--- src/rtl/button_debounce_counter_if.sv ---
// Board-side bundle for button_debounce_counter: raw buttons in, debounced state,
// edge pulses and the LED counter out.
interface button_debounce_counter_if #(
    parameter int NUM_BTN = 2,
    parameter int LED_W   = 6
);
    logic [NUM_BTN-1:0] button_n;
    logic [NUM_BTN-1:0] btn_level;
    logic [NUM_BTN-1:0] btn_press;
    logic [NUM_BTN-1:0] btn_release;
    logic [LED_W-1:0]   count;
    logic [LED_W-1:0]   led;

    modport master (
        output button_n,
        input  btn_level, btn_press, btn_release, count, led
    );

    modport slave (
        input  button_n,
        output btn_level, btn_press, btn_release, count, led
    );
endinterface

--- src/rtl/button_debounce_counter.sv ---
// Tick-sampled debouncer for NUM_BTN active-low buttons driving an up/down LED counter.
// Define AUTO_REPEAT_EN to add hold-to-repeat press pulses on buttons 0 and 1.
module button_debounce_counter #(
    parameter int NUM_BTN      = 2,
    parameter int TICK_DIV     = 270000,
    parameter int STABLE_TICKS = 3,
    parameter int LED_W        = 6,
    parameter int WRAP         = 1,
    parameter int REPEAT_DELAY = 50,
    parameter int REPEAT_RATE  = 10
) (
    input  logic                      clk_27mhz,
    input  logic                      rst,
    button_debounce_counter_if.slave  bus
);
    localparam int DIV_W = $clog2(TICK_DIV);
    localparam int STB_W = $clog2(STABLE_TICKS + 1);

    if (NUM_BTN < 1 || TICK_DIV < 2 || STABLE_TICKS < 1 || LED_W < 1 ||
        REPEAT_DELAY < 1 || REPEAT_RATE < 1) begin : g_bad_param
        $error("button_debounce_counter: illegal parameter setting");
    end

    logic [NUM_BTN-1:0] sync1, sync2;
    logic [NUM_BTN-1:0] level, level_d, press, rel_q;
    logic [NUM_BTN-1:0] accept, rpt;
    logic [DIV_W-1:0]   div;
    logic               tick;
    logic [LED_W-1:0]   cnt, cnt_nxt, led_q;
    logic               up, down;

    assign tick = (div == DIV_W'(TICK_DIV - 1));

    // Inversion sits at the first stage so both stages reset to "released".
    always_ff @(posedge clk_27mhz) begin
        if (rst) begin
            sync1 <= '0;
            sync2 <= '0;
            div   <= '0;
        end else begin
            sync1 <= ~bus.button_n;
            sync2 <= sync1;
            div   <= tick ? '0 : div + 1'b1;
        end
    end

    for (genvar i = 0; i < NUM_BTN; i++) begin : g_btn
        logic [STB_W-1:0] stab;

        assign accept[i] = tick && (sync2[i] != level[i]) &&
                           (stab == STB_W'(STABLE_TICKS - 1));

        always_ff @(posedge clk_27mhz) begin
            if (rst) begin
                stab <= '0;
            end else if (tick) begin
                if (sync2[i] == level[i] || accept[i]) stab <= '0;
                else                                   stab <= stab + 1'b1;
            end
        end
    end

`ifdef AUTO_REPEAT_EN
    localparam int RPT_MAX = (REPEAT_DELAY > REPEAT_RATE) ? REPEAT_DELAY : REPEAT_RATE;
    localparam int RPT_W   = $clog2(RPT_MAX + 1);
    localparam int NUM_RPT = (NUM_BTN < 2) ? NUM_BTN : 2;

    logic [NUM_RPT-1:0] rpt_hit;

    for (genvar i = 0; i < NUM_RPT; i++) begin : g_rpt
        logic [RPT_W-1:0] hold, target;
        logic             repeating, hold_on;

        // A tick that accepts the release must not also fire a repeat.
        assign hold_on    = level[i] & ~accept[i];
        assign target     = repeating ? RPT_W'(REPEAT_RATE) : RPT_W'(REPEAT_DELAY);
        assign rpt_hit[i] = tick && hold_on && (hold + 1'b1 == target);

        always_ff @(posedge clk_27mhz) begin
            if (rst || !hold_on) begin
                hold      <= '0;
                repeating <= 1'b0;
            end else if (tick) begin
                if (rpt_hit[i]) begin
                    hold      <= '0;
                    repeating <= 1'b1;
                end else begin
                    hold <= hold + 1'b1;
                end
            end
        end
    end

    always_ff @(posedge clk_27mhz) begin
        if (rst) rpt <= '0;
        else     rpt <= NUM_BTN'(rpt_hit);
    end
`else
    assign rpt = '0;
`endif

    always_ff @(posedge clk_27mhz) begin
        if (rst) begin
            level   <= '0;
            level_d <= '0;
            press   <= '0;
            rel_q   <= '0;
        end else begin
            level   <= level ^ accept;
            level_d <= level;
            press   <= (level & ~level_d) | rpt;
            rel_q   <= ~level & level_d;
        end
    end

    assign up = press[0];
    if (NUM_BTN >= 2) begin : g_down
        assign down = press[1];
    end else begin : g_no_down
        assign down = 1'b0;
    end

    always_comb begin
        cnt_nxt = cnt;
        if (up && !down) begin
            if (WRAP != 0 || cnt != '1) cnt_nxt = cnt + 1'b1;
        end else if (down && !up) begin
            if (WRAP != 0 || cnt != '0) cnt_nxt = cnt - 1'b1;
        end
    end

    always_ff @(posedge clk_27mhz) begin
        if (rst) begin
            cnt   <= '0;
            led_q <= '1;
        end else begin
            cnt   <= cnt_nxt;
            led_q <= ~cnt_nxt;
        end
    end

    assign bus.btn_level   = level;
    assign bus.btn_press   = press;
    assign bus.btn_release = rel_q;
    assign bus.count       = cnt;
    assign bus.led         = led_q;
endmodule
--- src/flat_wrapper.sv ---
// flat-port wrapper written by rule: the top's interface ports become plain ports
module button_debounce_counter_flat 
#(
    parameter int NUM_BTN      = 2,
    parameter int TICK_DIV     = 270000,
    parameter int STABLE_TICKS = 3,
    parameter int LED_W        = 6,
    parameter int WRAP         = 1,
    parameter int REPEAT_DELAY = 50,
    parameter int REPEAT_RATE  = 10
)
  (clk_27mhz, rst, bus_button_n, bus_btn_level, bus_btn_press, bus_btn_release, bus_count, bus_led);
  button_debounce_counter_if #(.NUM_BTN(NUM_BTN), .LED_W(LED_W)) bus_i ();
  input  logic clk_27mhz;
  input  logic rst;
  input wire logic [$bits(bus_i.button_n)-1:0] bus_button_n;
  output wire logic [$bits(bus_i.btn_level)-1:0] bus_btn_level;
  output wire logic [$bits(bus_i.btn_press)-1:0] bus_btn_press;
  output wire logic [$bits(bus_i.btn_release)-1:0] bus_btn_release;
  output wire logic [$bits(bus_i.count)-1:0] bus_count;
  output wire logic [$bits(bus_i.led)-1:0] bus_led;
  assign bus_i.button_n = bus_button_n;
  assign bus_btn_level = bus_i.btn_level;
  assign bus_btn_press = bus_i.btn_press;
  assign bus_btn_release = bus_i.btn_release;
  assign bus_count = bus_i.count;
  assign bus_led = bus_i.led;
  button_debounce_counter #(.NUM_BTN(NUM_BTN), .TICK_DIV(TICK_DIV), .STABLE_TICKS(STABLE_TICKS), .LED_W(LED_W), .WRAP(WRAP), .REPEAT_DELAY(REPEAT_DELAY), .REPEAT_RATE(REPEAT_RATE)) u_core (.clk_27mhz(clk_27mhz), .rst(rst), .bus(bus_i));
endmodule
--- config.mk ---
export PLATFORM = sky130hd
export DESIGN_NAME = button_debounce_counter_flat
export DESIGN_NICKNAME = d
export VERILOG_FILES = /design/src/rtl/button_debounce_counter_if.sv /design/src/rtl/button_debounce_counter.sv /design/src/flat_wrapper.sv
export SDC_FILE = /design/constraint.sdc
export NUM_CORES = 1
export LEC_CHECK = 0
export ABC_AREA = 1
export CAP_MARGIN = 5
export CORE_MARGIN = 2
export CORE_UTILIZATION = 55
export DETAILED_ROUTE_END_ITERATION = 6
export GPL_TIMING_DRIVEN = 0
export PLACE_DENSITY = 0.89
export SLEW_MARGIN = 20
export SYNTH_ARGS = -nofsm -noshare
export SYNTH_HDL_FRONTEND = slang
export SYNTH_SLANG_ARGS = --single-unit
--- constraint.sdc ---
create_clock -name clk_27mhz -period 2.8 [get_ports clk_27mhz]
set_input_delay 0.42 -clock clk_27mhz [delete_from_list [all_inputs] [get_ports clk_27mhz]]
set_output_delay 0.42 -clock clk_27mhz [all_outputs]
set_load 0.02 [all_outputs]
==> run_results.csv, run 1 <==
group,metric,value,unit
critical_path,start_kind,"register",
final_layout,multi_input_area,980.9,sq um
synthesis,synth-warning-count,0,
final_layout,n_antenna_cell,0,
routing,wl_per_cell,10.43,um
grt,grt_pass1_vias,1691,
synthesis,synth_top_family_by_area,"simple AND/OR/NAND/NOR gates",
critical_path,critical-path-top-delay-family,"buffers and inverters",
clock_tree,clockRootBuffer,"clkbuf_8",
final_layout,drive_gt1_share,10.26,%
clock_tree,clock-sinks,47,
critical_path,cp_slowest_cell,"clkdlybuf4s50_1",
placed_design,place_congestion,0.8482,
clock_tree,cts.clk_slew.worst_paths,0.08,ns
synthesis,synth-xor-area-share,2.913,%
grt,grt_overflow,0,
clock_tree,cts_tree,"done",
synthesis,synthTopCellsByArea,"dfxtp_1, nand2_1, nor2_1",
sta,fin_worst_skew,0.004957,ns
clock_tree,clk_path_buf_depth,2,
floorplan,die-area,4337,sq um
flow_run,cap_viol_max_count,0,
clock_tree,clk_latency,0.30,ns
grt,antenna_found_initial,0,
grt,grtUsageTotal,20.04,%
sta,finalWorstPathRequiredPeriod,1.803,ns
placed_design,place_ws,1.043,ns
routing,drc,0,
routing,vias_per_cell,4.933,
critical_path,required,2.38,ns
sta,post-route-period-util,64.39,%
final_layout,n_fill_cell,297,
critical_path,crit_buf_inv,1,
placed_design,hpwl,2744,um
final_layout,area.growth.synth_to_final,19.32,%
floorplan,io_pins,22,
pwr,powerDensity,515.9,nW/um^2
critical_path,worstPathCellList,"clkdlybuf4s50_1",
synthesis,synth.cell_area,2105,sq um
min_path,hp-class,"register to register",
floorplan,start_util,57.48,%
clock_tree,cts_made_buffers,5,
synthesis,synth_fa_ha_area_share,2.973,%
synthesis,ys_ff_latch,47,
final_layout,final_area,2511,sq um
critical_path,path_max_fanout,7,
placed_design,port_buffers,21,
floorplan,num_rows,22,
routing,ant_nets,0,
critical_path,worst_ep_arrival_time,1.38,ns
placed_design,place_area,2375,sq um
clock_tree,post_cts_buffers,0,
routing,wirelength,3753,um
pwr,p_leak,1.010,nW
sta,setup_ws,0.9970,ns
synthesis,synth.largest_area_cell,"dfxtp_1",
grt,grt_pass1_wl,6741,um
final_layout,regArea,940.9,sq um
sta,rsz0062_at_grt,"false",
routing,num_vias,1776,
clock_tree,postCtsHoldBufs,0,
clock_tree,cts_max_level,2,
sta,fin_tns_setup,0,ns
routing,drtPass1Iterations,6,
synthesis,synth_compound_area_share,5.648,%
sta,tightest_slew,0.3999,ns
synthesis,syn_avg_cell_area,7.436,sq um
critical_path,critical_path_class,"register to output pin",
floorplan,coreArea,3661,sq um
sta,slew_violations,0,
sta,hold_violations,0,
sta,fmax,554.6,MHz
pwr,ir_drop,387.9,uV
sta,maxSlewHeadroom,73.34,%
floorplan,die_x,65.86,um
grt,grt_start_max_net_pins,16,
sta,finalSetupViolCount,0,
critical_path,max_stage_delay,0.64,ns
synthesis,synth.distinct_cells,29,
status,outcome,"complete, no violations",
synthesis,syn-instance-count,283,
floorplan,die-height,65.86,um
clock_tree,post_cts_resized,0,
synthesis,yosys.area_share.simple,35.08,%
final_layout,nNetsFinal,320,
synthesis,synth_top_cell_area_share,44.71,%
synthesis,synth_mux_area_share,0,%
synthesis,synth.net_count,292,
synthesis,ys_seq_area_share,44.71,%
critical_path,end_kind,"output pin",
routing,dr.first_iter.drc_count,94,
==> registers in the layout (all words and copies together), names as in the netlist <==
signal and flops:
u_core.bus.led 6, u_core.g_btn.stab 4, u_core.bus.count 6, u_core.bus.btn_press 2, u_core.level_d 2, u_core.div 19
u_core.sync2 2, u_core.bus.btn_release 2, u_core.sync1 2, u_core.bus.btn_level 2
==> cell usage after synthesis <==
master	number
nand3b_1	1
buf_12	1
clkbuf_1	1
a21oi_2	2
nand4_1	4
nor2_1	43
xor2_1	3
or2_2	1
buf_2	1
nand2_8	1
o21ai_0	8
o22ai_1	1
ha_1	5
nor3_1	8
nand3_2	1
xnor2_1	4
nand2_2	1
dfxtp_1	47
nand3_4	1
nor2_2	9
or2_0	2
nand2_4	1
inv_2	2
a21oi_1	11
inv_1	39
and2_1	1
nor2_4	3
nand3_1	16
nand2_1	65
==> path summary, 6_finish.rpt <==
path / from / endpoint / slack [ns] / cells after the start
worst max-delay path: u_core.bus.count[2]$_SDFF_PP0_ / bus_count[2] / 1.0 / 1
worst min register to register: u_core.sync1[1]$_SDFF_PP0_ / u_core.sync2[1]$_SDFF_PP0_ / 0.41 / 2
worst min-delay path: u_core.sync1[1]$_SDFF_PP0_ / u_core.sync2[1]$_SDFF_PP0_ / 0.41 / 2
worst max register to register: u_core.div[0]$_SDFF_PP0_ / u_core.div[6]$_SDFF_PP0_ / 1.22 / 7
==> layout make-up <==
class / count / share of cell area, %
multi-input cells: 192 / 39.06
plain buffers: 3 / 1.146
inverters: 41 / 6.129
clock buffers: 5 / 2.740
flip-flops and latches: 47 / 37.47
repair buffers: 21 / 8.371
well taps: 48 / 2.392
clock inverters: 3 / 2.691
==> logic make-up (layout without fill, tap and decap cells) <==
| family | count (synthesis) | in the layout |
|---|---|---|
| adders and majority gates | 5 | 5 |
| buffers and inverters | 44 | 73 |
| DFF | 47 | 47 |
| AOI/OAI and AO/OA | 22 | 22 |
| and+or+nand+nor | 158 | 158 |
| xor gates and xnor gates | 7 | 7 |
==> layer usage <==
metal	track usage (%)	up-vias	wire length (um)
met2	34.60	39	1819
met1	23.27	796	1655
met5	0	-	0
met4	7.031	0	85
met3	6.303	13	193
li1	-	928	-
==> layout by cell type, fill, tap and decap left out, types with 2 or more instances in the layout <==
cell | netlist | final
nor3_1 | 8 | 8
nor2_4 | 3 | 3
nor2_1 | 43 | 43
o21ai_0 | 8 | 8
xnor2_1 | 4 | 4
dfxtp_1 | 47 | 47
nand2_1 | 65 | 65
a21oi_2 | 2 | 2
ha_1 | 5 | 5
nand4_1 | 4 | 4
xor2_1 | 3 | 3
nor2_2 | 9 | 9
clkbuf_8 | 0 | 5
clkdlybuf4s50_1 | 0 | 21
bufinv_16 | 0 | 2
nand3_1 | 16 | 16
a21oi_1 | 11 | 11
or2_0 | 2 | 2
inv_1 | 39 | 39
inv_2 | 2 | 2
==> stage by stage <==
stage / util, % / cells / hold slack, ns / power [mW]
after floorplan: - / 283 / 0.3883 / 0.7193
after global placement: 64.87 / 352 / 0.3905 / 0.7290
after detailed placement: 64.87 / 352 / 0.4004 / 0.7296
after CTS: 68.59 / 360 / 0.4127 / 1.306
after global routing: 68.59 / 360 / 0.4291 / 1.336
final: 68.59 / 360 / 0.4117 / 1.296
==> where the power goes <==
| part | internal [mW] | leakage [nW] | switching (mW) |
|---|---|---|---|
| Combinational | 0.0153 | 0.565 | 0.0201 |
| Clock | 0.356 | 0.0644 | 0.226 |
| Sequential | 0.674 | 0.380 | 0.00418 |
(Power assumes the default switching activity.)
==> inputs of run 2 (changes only) <==
Clock period 2.8 ns to 1.8 ns, I/O delays scaled along.
==> results of run 2 <==
Same layout as run 1 (identical final DEF). Status: complete, no violations.
Main changes from that run: setup slack after placement 1.043 ns -> 0.1925 ns; setup slack after layout 0.9970 ns -> 0.1470 ns; register-to-register setup slack 1.22 ns -> 0.22 ns; total power 1.296 mW -> 2.015 mW; worst IR drop on VDD 387.9 uV -> 603.4 uV
==> variant 1 (settings of run 2) <==
Add a define of `AUTO_REPEAT_EN`.
--- a/src/rtl/button_debounce_counter.sv
+++ b/src/rtl/button_debounce_counter.sv
@@ -2,2 +2,4 @@
 // Define AUTO_REPEAT_EN to add hold-to-repeat press pulses on buttons 0 and 1.
+`define AUTO_REPEAT_EN
+
 module button_debounce_counter #(
Check against the original RTL: same outputs for any inputs over 10 cycles, from zero or initial values and one cycle with rst high; that may be too few to reach the edited logic, so the function may still have changed.
==> variant 1 against run 2 <==
  * The run now ends with setup timing left
  * Non-clock buffer count up 19
  * Combinational power is 64% higher
  * Sequential cell count is 16 higher
  * Setup slack lost 260 ps
  * First-iteration DRC count grew 120%
  * Final area grew 48%
  * Total power up 38%
  * Sequential power increased by 34%
  * Maximum frequency shrank 14%
  * Clock power increased by 41%
  * Via count is 52% higher
  * Routed wire length increased by 84%
  * Area after synthesis rose by 38%
  * Utilization increased by 4.3 points
  * Critical path type is now flop to flop
  * Largest cell class unchanged
  * Largest power group unchanged
==> variant 1: results (changes against run 2) <==
Outcome
  • Outcome: finished with violations
  • Failing checks: setup timing

Placed design
  • GP Congestion: 0.876 (+3.3%)
  • I/O Buffers: 21 (unchanged)
  • Setup Slack @ Placement: -284 ps (-476 ps)
  • Placed cells: 491 (+39%)
  • Dpl hpwl: 4140 um (+51%)

Clock tree
  • Clock slew at reported path FFs: 60 ps (-20 ps)
  • Clk buf depth: 2 (unchanged)
  • Num CTS Buffers: 9 (+4)
  • Skew-Pair Late Insertion Delay: 350 ps (+50 ps)
  • CTS root buf: clkbuf_8
  • Htree depth: 3 (+1)

GRT
  • Global Route Usage Sum: 23.7% (+3.7 points)
  • First-pass GRT wire length: 11,200 um (+66%)
  • Vias in the first global route: 2,566 (+52%)
  • Initial antenna violation count: 0 (unchanged)
  • Largest net degree at the start of global routing: 11 (-5)

Final layout
  • Fill count: 359 (+21%)
  • Nets: 460 (+44%)
  • ANT cells: 0 (unchanged)
  • Biggest regs: u_core.div x19, u_core.g_rpt.hold x12
  • Layout cell share with drive strength beyond 1: 19.3% (+9.1 points)

Route
  • First-pass DRT Iterations: 4 (-2)
  • DR iter-0 viols: 205 (+120%)
  • Routed wire length: 6890 um (+84%)
  • Vias per inst: 5.20 (+5.4%)
  • Routed len/inst: 13.3 um (+27%)

Pwr
  • Static leakage: 1.54 nW (+53%)
  • Peak VDD IR: 0.780 mV (+29%)

Worst setup path
  • Max incr delay on CP: 350 ps (-290 ps)
  • CP startpoint: u_core.div[1]
  • CP max FO: 7 (unchanged)
  • Critical-path top delay cell: dfxtp_2
  • WP data arrival: 2190 ps (+810 ps)
  • Setup crit end kind: flop

Hold path
  • Hold Startpoint: u_core.sync1[1]
  • Hold Crit Class: flop to flop

Synth
  • Post-synth cell types: 35 (+21%)
  • Seq/Total Area, Yosys: 43.3% (-1.4 points)
  • Area contributors post-synth: dfxtp_1 43%, nand2_1 11%, inv_1 7.6%, nor2_1 6.6%, ha_1 4.7%
  • Net Count, Synth: 415 (+42%)
  • Synth async-reset ratio: 0% (unchanged)
  • Synth warn: 0 (unchanged)
  • Ys flop type: dfxtp_1
  • Syn avg cell area: 7.28 um^2 (-2.1%)
  • Post-synth top cells: 84 x nand2_1, 63 x dfxtp_1, 59 x inv_1

STA
  • Clock skew: 6.26 ps (+1.31 ps)
  • Setup TNS: -944 ps (-944 ps)
  • Post-route setup slack: -118 ps (-265 ps)
  • Setup violators final: 16 (+16)
  • Worst slew margin: 62.0% (-11 points)
variant 1: cell types whose count changed after synthesis, moves of 3 or more:
cell,delta
inv_1,+20
nand2_1,+19
a21oi_1,+16
dfxtp_1,+16
o21ai_0,+14
nand3_1,+9
nor2_1,+8
ha_1,+6
nor2_2,-6
nand4_1,+3
variant 1: power by group:
group	switching (W)	internal [W]	total, W
registers	0.0000137	0.00141	0.00142
logic	0.0000531	0.0000373	0.0000904
clock network	0.000527	0.000748	0.00128
variant 1: metrics by stage:
stage	instance area, um^2	hold WS [ps]	power [W]
after CTS	3610	415	0.00280
after global placement	3250	391	0.00153
after floorplan	2950	337	0.00150
final	3720	442	0.00279
after global routing	3720	463	0.00287
after detailed placement	3250	408	0.00154
variant 1: final cells by class:
class	instances	area share, %
Clock inverter	3	1.07
Clock buffer	13	4.53
Multi-Input combinational cell	267	41.9
Inverter	61	6.28
Buffer	9	1.55
Sequential cell	63	34.0
Timing Repair Buffer	34	8.40
Tap cell	70	2.35
variant 1: final timing paths:
kind	depth (start not counted)	to	slack (ps)
setup / recovery	15	u_core.g_rpt[0].hold[0]	-120
hold reg to reg	2	u_core.sync2[1]	440
setup reg to reg	15	u_core.g_rpt[0].hold[0]	-120
hold / removal	2	u_core.sync2[1]	440
variant 1: kinds of logic after synthesis:
family                     synth area share [%]
and+or+nand+nor                            29.9
DFF                                        43.3
xor gates and xnor gates                   2.41
AOI/OAI and AO/OA                          10.0
adders and majority gates                  4.73
buffers and inverters                      9.62
variant 1: critical path, delay by kind of cell (launching register included):
family / cells / cell delay [ps]
AND/OR/NAND/NOR: 9 / 740
flip-flops: 1 / 350
adder cells (fa/ha/maj): 2 / 340
buffers and inverters: 3 / 270
AO/OA/AOI/OAI: 1 / 140
variant 1: timing repair:
action / 4_1_cts / 5_1_grt
pin swaps: 8 / 7
endpoints found under the setup margin: 18 / 19
buffers inserted: 9 / 4
resized for setup: 19 / 29
variant 1: metal layers:
metal  vias to the layer above  GRT usage, %  share of wire (%)
li1                       1363             -                  -
met3                        31          7.76                3.8
met2                        68          43.3                 53
met1                      1243          24.2                 38
met5                         -             0                  0
met4                         0          11.5                4.5
==> variant 2 (config.mk and constraints of run 2) <==
Made on the original files. `STABLE_TICKS` is set to 3 in 2 places; all go to 5.
--- a/src/rtl/button_debounce_counter.sv
+++ b/src/rtl/button_debounce_counter.sv
@@ -5,3 +5,3 @@
     parameter int TICK_DIV     = 270000,
-    parameter int STABLE_TICKS = 3,
+    parameter int STABLE_TICKS = 5,
     parameter int LED_W        = 6,
--- a/src/flat_wrapper.sv
+++ b/src/flat_wrapper.sv
@@ -5,3 +5,3 @@
     parameter int TICK_DIV     = 270000,
-    parameter int STABLE_TICKS = 3,
+    parameter int STABLE_TICKS = 5,
     parameter int LED_W        = 6,
Formal check against the unedited RTL: no difference found for any inputs over 10 cycles, from zero or initial values and one cycle with rst high; that may be too few to reach the edited logic, so the function may still have changed.
==> variant 2 against run 2 <==
  * Register-to-register slack worse by 50 ps
  * Routed wire length is 21% higher
  * Setup slack worse by 21 ps
  * Cell count is 8.1% higher
  * Die area is 8.4% higher
  * Critical endpoint is now bus_count[3]
  * Global-route usage is 1.4 points higher
  * Area after synthesis is 8.9% higher
  * Final area is 5.9% higher
  * Sequential cell count is 2 higher
  * Total power is 8.9% lower
==> variant 2: results (changes against run 2) <==
Pwr
  • Peak VDD IR: 0.619 mV (+2.6%)
  • Sw Share: 24.0% (+4.7 points)
  • Seq pwr: 0.00110 W (+4%)
  • Combinational logic power: 0.0000495 W (-10%)
  • Static leakage: 1.10 nW (+9.4%)

Synth
  • Net Count, Synth: 321 (+9.9%)
  • Post-synth top cells: 59 x nand2_1, 49 x dfxtp_1, 47 x nor2_1
  • Area contributors post-synth: dfxtp_1 43%, nand2_1 9.7%, nor2_1 7.7%, inv_1 6.4%, nand3_1 4.6%
  • Synth async-reset ratio: 0% (unchanged)
  • Post-synth cell types: 33 (+14%)
  • Seq/Total Area, Yosys: 42.8% (-1.9 points)
  • Ys flop type: dfxtp_1
  • Syn avg cell area: 7.39 um^2 (-0.57%)

Worst setup path
  • CP startpoint: u_core.bus.count[3]
  • Crit path max-delay family: buffers and inverters
  • FF-to-FF setup slack: 170 ps (-50 ps)
  • CP Capture Point: bus_count[3]
  • WP data arrival: 1400 ps (+20 ps)
  • Critical R2R Launch: u_core.div[0]
  • Cells on worst reg2reg path: 9 (+2)
  • R2R Path End: u_core.g_btn[1].stab[1]

Route
  • First-pass DRT Iterations: 4 (-2)
  • Routed len/inst: 11.7 um (+12%)
  • Vias per inst: 5.11 (+3.6%)
  • DR iter-0 viols: 117 (+24%)

Clock tree
  • Clock slew at reported path FFs: 90 ps
  • Setup bufs post-CTS: 0 (unchanged)
  • Skew-Pair Late Insertion Delay: 310 ps
  • Clk buf depth: 2 (unchanged)

GRT
  • First-pass GRT wire length: 7490 um (+11%)
  • Global Route Usage Sum: 21.5% (+1.4 points)
  • Vias in the first global route: 1,796 (+6.2%)
  • Largest net degree at the start of global routing: 18 (+2)

Placed design
  • Placed cells: 381 (+8.2%)
  • GP Congestion: 0.921 (+8.5%)
  • Dpl hpwl: 3390 um (+24%)

Final layout
  • Fill count: 341 (+15%)
  • Layout cell share with drive strength beyond 1: 12.7% (+2.4 points)
  • Non-filler instance count after layout: 389 (+8.1%)
  • Nets: 349 (+9.1%)
  • ANT cells: 0 (unchanged)
  • Max reg flops: 19 (unchanged)

STA
  • Worst Tran Pin Value: 432 ps (+31.7 ps)
  • Fin. Hold Viols: 0 (unchanged)
  • Worst hold slack: 412 ps (-0.0510 ps)
  • Clock skew: 11.5 ps (+6.52 ps)

Outcome
  • Outcome: complete, no violations

Hold path
  • Hold Startpoint: u_core.sync1[1]
  • Hold path depth: 2 (unchanged)
## variant 2: cell types whose count changed in the layout (fill, tap and decap cells not counted), sizes merged, moves of 3 or more
cell | run 2 | this run
nand4 | 4 | 9
nand3 | 18 | 24
nand2 | 68 | 64
a21oi | 13 | 16
inv | 41 | 51
## variant 2: logic make-up after synthesis
group	synth area share, %
xor gates and xnor gates	2.29
adders and majority gates	3.82
AOI/OAI and AO/OA	7.04
buffers and inverters	9.28
DFF	42.8
and+or+nand+nor	34.8
## variant 2: through the flow
step                util, %  cell area (um^2)  total power [W]  worst slack, ps
finish                 66.5              2660          0.00184              126
global route           66.5              2660          0.00189             17.6
CTS                    66.5              2660          0.00184              116
detailed placement     64.1              2560          0.00117              195
global placement       64.1              2560          0.00117              237
floorplan                 -              2290          0.00115              346
## variant 2: area by class of cell
| class | instances | area (um^2) | area share [%] |
|---|---|---|---|
| buffer | 4 | 25.0 | 0.941 |
| clock buffer | 5 | 68.8 | 2.59 |
| clock inverter | 3 | 25.0 | 0.941 |
| inverter | 50 | 188 | 7.06 |
| multi-input combinational | 207 | 1100 | 41.3 |
| sequential | 49 | 981 | 36.9 |
| tap | 50 | 62.6 | 2.35 |
| timing repair buffer | 21 | 210 | 7.91 |
## variant 2: worst reg2reg max path, delay by kind of cell, from the launching register on
family | cells | cell delay, ps
adder cells (fa/ha/maj) | 1 | 250
buffers and inverters | 1 | 90
flip-flops | 1 | 360
AND/OR/NAND/NOR | 7 | 880
## variant 2: metal layers
metal | wire length [um] | track usage, % | vias to the layer above | share of wire [%]
met2 | 2290 | 37.0 | 37 | 50
met5 | 0 | 0 | - | 0
met4 | 106 | 9.50 | 0 | 2.3
li1 | - | - | 1034 | -
met3 | 152 | 6.01 | 13 | 3.3
met1 | 2000 | 24.6 | 905 | 44
